$ cat src/rtl/fetch_ctrl.sv
// fetch_ctrl: drives PC Init/Stall/Branch/Target from decode requests; define FETCH_PERF_CNT_EN for perf counters
module fetch_ctrl #(
  parameter int MEM_LAT = 2,
  parameter int CNT_W   = 16
) (
  input  logic             CLK,
  input  logic             Init,
  input  logic             Start,
  input  logic             HaltInst,
  input  logic             BranchReq,
  input  logic [2:0]       BranchTgt,
  input  logic             MemReq,
  input  logic             ExtStall,
  output logic             PcInit,
  output logic             Stall,
  output logic             Branch,
  output logic [2:0]       Target,
  output logic             Flush,
  output logic             Running,
  output logic             Done,
  output logic [CNT_W-1:0] InstCnt,
  output logic [CNT_W-1:0] StallCnt
);
  typedef enum logic [2:0] {IDLE, RUN, MEMWAIT, FLUSH, HALT} state_t;
  localparam logic [2:0] LAT_M1 = 3'(MEM_LAT - 1);
  state_t     r_state;
  logic [2:0] r_cnt;
  logic       w_run, w_mw, w_fl, w_halt, w_idle, w_run_stall;
  assign w_run       = r_state == RUN;
  assign w_mw        = r_state == MEMWAIT;
  assign w_fl        = r_state == FLUSH;
  assign w_halt      = r_state == HALT;
  assign w_idle      = !(w_run | w_mw | w_fl | w_halt);
  assign w_run_stall = ExtStall | HaltInst | MemReq;
  // outputs are combinational so a request steers the PC on the same edge
  assign PcInit  = w_idle | (w_halt & Start);
  assign Stall   = w_idle | w_halt | (w_run & w_run_stall) | (w_mw & (ExtStall | r_cnt != 3'd0)) | (w_fl & ExtStall);
  assign Branch  = w_run & !w_run_stall & BranchReq;
  assign Target  = Branch ? BranchTgt : 3'd0;
  assign Flush   = w_fl;
  assign Running = w_run | w_mw | w_fl;
  assign Done    = w_halt;
  always_ff @(posedge CLK) begin
    if (Init) begin
      r_state <= IDLE;
      r_cnt   <= 3'd0;
    end else begin
      case (r_state)
        IDLE:    if (Start) r_state <= RUN;
        RUN: begin
          if (!ExtStall) begin
            if (HaltInst) r_state <= HALT;
            else if (MemReq) begin
              r_state <= MEMWAIT;
              r_cnt   <= LAT_M1;
            end else if (BranchReq) r_state <= FLUSH;
          end
        end
        MEMWAIT: begin
          if (!ExtStall) begin
            if (r_cnt != 3'd0) r_cnt <= r_cnt - 3'd1;
            else r_state <= RUN;
          end
        end
        FLUSH:   if (!ExtStall) r_state <= RUN;
        HALT:    if (Start) r_state <= RUN;
        default: r_state <= IDLE;
      endcase
    end
  end
`ifdef FETCH_PERF_CNT_EN
  logic [CNT_W-1:0] r_inst, r_stall;
  logic             w_start_acc;
  assign w_start_acc = Start & (w_idle | w_halt);
  always_ff @(posedge CLK) begin
    if (Init || w_start_acc) begin
      r_inst  <= '0;
      r_stall <= '0;
    end else if (Running) begin
      if (Stall) r_stall <= r_stall + CNT_W'(~&r_stall);
      else r_inst <= r_inst + CNT_W'(~&r_inst);
    end
  end
  assign InstCnt  = r_inst;
  assign StallCnt = r_stall;
`else
  assign InstCnt  = '0;
  assign StallCnt = '0;
`endif
endmodule

$ cat config.mk
export PLATFORM = sky130hd
export DESIGN_NAME = fetch_ctrl
export DESIGN_NICKNAME = d
export VERILOG_FILES = /design/src/rtl/fetch_ctrl.sv
export SDC_FILE = /design/constraint.sdc
export NUM_CORES = 1
export LEC_CHECK = 0
export ABC_AREA = 1
export ABC_CLOCK_PERIOD_IN_PS = 4200
export CAP_MARGIN = 20
export CORE_MARGIN = 2
export CORE_UTILIZATION = 38
export DETAILED_ROUTE_END_ITERATION = 12
export GPL_ROUTABILITY_DRIVEN = 0
export GPL_TIMING_DRIVEN = 1
export PLACE_DENSITY = 0.9
export SYNTH_ARGS = -nofsm -noshare
export SYNTH_HDL_FRONTEND = slang
export SYNTH_SLANG_ARGS = --single-unit
export TNS_END_PERCENT = 100
$ cat constraint.sdc
create_clock -name CLK -period 4.2 [get_ports CLK]
set_input_delay 0.84 -clock CLK [delete_from_list [all_inputs] [get_ports CLK]]
set_output_delay 0.84 -clock CLK [all_outputs]
set_load 0.01 [all_outputs]
# After elaboration in Yosys (flattened, before gate mapping)
# Cells that the tools add are included.
[totals]
register_bits = 6
out_inout_bits = 41
[classes]
n_eq_ne = 13
reduce_logical = 8
addsub = 1
mux = 16
bitwise = 17
[ops]
columns = ["operator", "count"]
rows = [
  ["$mux 3", 14],
  ["$ne 2x2->1 const B", 6],
  ["$pmux 3 s4", 1],
  ["$reduce_and 6->1", 2],
  ["$or 1x1->1", 11],
  ["$and 1x1->1", 6],
  ["$eq 3x2->1 const B", 2],
  ["$pmux 3 s2", 1],
  ["$ne 2x1->1 const B", 2],
  ["$ne 4x4->1 const B", 1],
  ["$eq 3x1->1 const B", 1],
  ["$eq 3x3->1 const B", 1],
  ["$logic_not 3->1", 1],
  ["$reduce_bool 3->1", 1],
  ["$sub 3x1->3 const B", 1],
  ["$logic_not 1->1", 2],
  ["$reduce_bool 2->1", 1],
  ["$reduce_or 2->1", 1],
]

# Longest topological paths before layout
[logic_depth]
ltp_word = 9
ltp_mapped = 11
depth_no_buf = 11

# Worst setup path after synthesis
# No wires, ideal clock.
[synth_path]
path_kind = "input to output"
start = "input MemReq"
end = "output Target[0]"
arrival_ns = 1.391
n_path_buf = 0
setup_slack_ns = 1.969
stages = 3
required_time_ns = 3.360
path_cell_list = "nor3_1 nand3_1 nor2_1"
[synth_via]
elab_chain_len = 5
[synth_rtl]
columns = ["item", "line_no", "text"]
rows = [
  ["from (decl)", "12", "input logic MemReq,"],
  ["$or 1x1->1", "34", "assign w_run_stall = ExtStall | HaltInst | MemReq;"],
  ["$logic_not 1->1", "38", "assign Branch = w_run & !w_run_stall & BranchReq;"],
  ["$and 1x1->1 (2 in series)", "38", ""],
  ["$mux 3", "39", "assign Target = Branch ? BranchTgt : 3'd0;"],
  ["to (decl)", "17", "output logic [2:0] Target,"],
]
# No other way between the ends.

# Worst setup path in the final report
[layout_path]
start = "input ExtStall"
end = "output Target[2]"
[layout_via]
elab_chain_len = 6
[layout_rtl]
columns = ["item", "line_no", "text"]
rows = [
  ["from (decl)", "13", "input logic ExtStall,"],
  ["$or 1x1->1 (2 in series)", "34", ""],
  ["$logic_not 1->1", "38", ""],
  ["$and 1x1->1 (2 in series)", "38", ""],
  ["$mux 3", "39", ""],
]
# No other way between the ends.

==> results.cfg <==
[outcome]
run_status = finished, final reports clean

[routing]
viasPerCell = 3.988
wl_met3_um = 129
drt_iter0_markers = 3
ant_nets = 0
wire_per_inst_um = 7.630
top_layer_used = met4
wl_met1_um = 561
drcViolationCount = 0
drt_pass1_iterations = 4
drt-total-wl_um = 1320
dr_wl_met2_um = 588
via_count = 690

[synthesis]
synth.cell_area_sq_um = 765.7
ys_ff_latch = 6
synth-seq-area-share = 0.1569
yosys.area_share.adder = 0.03268
avgSynthCellArea_sq_um = 6.077
synth-compound-area-share = 0.01471
synth_warnings = 0
synth_cell_type_count = 18
synth_top_family_by_area = buffers and inverters
synth-simple-area-share = 0.3791
synthMuxAreaShare = 0
synth_xor_area_frac = 0
synth_cells = 126

[setup_path]
path_class = primary input to output pin
r2r_slack_ps = 2630
path_common_cell = clkdlybuf4s50_1
slowest_stage = clkdlybuf4s50_1
cp.arrival_ps = 2460
worstRegToRegCells = 11
crit_path_end_kind = output pin
critPathMaxStageDelay_ps = 550
startpoint = ExtStall
cp_num_cells = 5
crit_end = Target[2]
start_kind = primary input
cp.required_ps = 3360
crit_family = buffers and inverters
cp.buffers_inverters = 2
path_cells = clkdlybuf4s50_1 -> nor3_1 -> nand3_1 -> nor2_1 -> clkdlybuf4s50_1
regToRegEndpoint = r_state[2]
reg2reg_from = r_cnt[0]
timing.critical_path.fanout_max = 5

[floorplanning]
dieArea_sq_um = 2390
fp-row-count = 16
fp.dieH_um = 48.89
start_util = 0.3984
core-area_sq_um = 1922
dieWidth_um = 48.89
ios = 51

[pwr]
switchingPower_mw = 0.2265
p_comb_frac = 0.663
power.share.sequential = 0.224
p_int_mw = 0.2411
power.leakage_nw = 0.4765
vdd_drop_max_v = 0.0002144
finalPower_mw = 0.4676
swShare = 0.4844
power_density_nw_per_um2 = 532.3
p_clk_frac = 0.113

[sta]
drv_slew = 0
skew_ps = 1.213
hold_viol = 0
timing.fmax_mhz = 303.1
rsz0062_at_grt = false
fin_crit_ps = 3299
period_share = 0.7854
setup_tns_ps = 0
setup_viol = 0

[clock_network]
tritoncts = yes
clockBufferDepth = 2
post_cts_buffers = 0
htreeDepth = 1
clock_latency_ps = 240
hold_buffers = 0
cts_root_buf = clkbuf_4
cts-resized-gates = 0
cts_made_buffers = 3
clock_sinks = 6
path_clk_slew_ps = 40

[global_route]
grt_first_pass_wirelength_um = 2173
grt_max_degree = 8
overflow = 0
antenna_found_initial = 0
grt_pass1_vias = 565
grt_usage = 0.1174

[place]
port_buffers = 18
dp.cells = 170
place_hpwl_um = 1129

[cells_and_area]
final_core_util = 0.4570
nets = 160
fin_cells = 173
drive_gt1_frac = 0.08904
num-fill-cells = 217
antenna-diode-count = 0
area_growth_pct = 14.71

[min_path]
hp-class = flop to flop
holdPathStages = 2

[flow_run]
cap_violations = 0
[Yosys cell counts]
cell type	number	area (sq um)
nand2_2	5	31.28
nor3_1	1	5.000
nand4_1	4	25.02
ha_1	2	25.02
nor2_4	2	22.52
nor2_1	23	86.33
buf_4	32	240.2
nor2_2	1	6.260
a31oi_1	1	6.260
dfxtp_1	6	120.1
inv_1	19	71.32
nand3_1	5	25.02
conb_1	1	3.750
or2_2	1	6.260
a21oi_1	1	5.000
nand2_1	20	75.07
inv_2	1	3.750
nand3b_1	1	7.510
[power by group through the flow]
stage / logic (mW) / registers, mW / clock network, mW
final: 0.310 / 0.105 / 0.0526
after global routing: 0.350 / 0.108 / 0.0576
after CTS: 0.311 / 0.104 / 0.0559
after detailed placement: 0.310 / 0.105 / 0
after global placement: 0.302 / 0.104 / 0
after floorplan: 0.231 / 0.101 / 0
[cells by family (layout without fill, tap and decap cells)]
kind of cell | count (synthesis) | count (layout)
adder cells (fa/ha/maj) | 2 | 2
flip-flops | 6 | 6
AO/OA/AOI/OAI | 2 | 2
other | 1 | 32
buffers and inverters | 52 | 41
AND/OR/NAND/NOR | 63 | 63
[cell type report]
| class | count | area, sq um | share of cell area |
|---|---|---|---|
| multi-input combinational | 99 | 446.7 | 0.5085 |
| clock buffer | 3 | 22.52 | 0.02564 |
| tap | 27 | 33.78 | 0.03846 |
| inverter | 20 | 75.07 | 0.08547 |
| sequential | 6 | 120.1 | 0.1368 |
| timing repair buffer | 18 | 180.2 | 0.2051 |
[how the worst min path moves through the flow]
stage                           to      from  slack [ps]
final                     r_cnt[1]  r_cnt[1]         470
after global routing      r_cnt[1]  r_cnt[1]         520
after CTS                 r_cnt[1]  r_cnt[1]         470
after detailed placement  r_cnt[1]  r_cnt[1]         460
after global placement    r_cnt[2]  r_cnt[2]         450
after floorplan           r_cnt[1]  r_cnt[1]         440
[tightest hold or removal path, stage by stage, from the launching register on]
cell and delay [ps]:
dfxtp_1 320, nor2_1 50, nor2_1 70
[placed cells by master, fill, tap and decap left out]
cell type         n
a21oi_1           1
nand3b_1          1
clkbuf_4          3
dfxtp_1           6
or2_2             1
nor2_2            1
nor3_1            1
nand2_1          20
nor2_1           23
a31oi_1           1
clkdlybuf4s50_1  18
nor2_4            2
inv_2             1
ha_1              2
nand4_1           4
nand2_2           5
conb_1           32
inv_1            19
nand3_1           5
[metal layers]
metal  track usage  vias to the layer above
met2        0.1826                       36
met1        0.1292                      290
li1              -                      360
met5             0                        -
met4       0.09048                        0
met3       0.04294                        4
[flip-flops by register name (all words and copies together), names as in the netlist]
signal / cells
r_state: 3
r_cnt: 3
[through the flow]
stage,hold WS [ps],area (sq um),setup WS (ps)
floorplan,439.0,882.1,1969
global placement,450.2,855.8,922.0
detailed placement,458.8,855.8,914.2
CTS,469.6,878.3,894.7
global route,518.8,878.3,771.8
finish,465.8,878.3,901.3
Note: power is estimated with default switching activity, not from simulation.
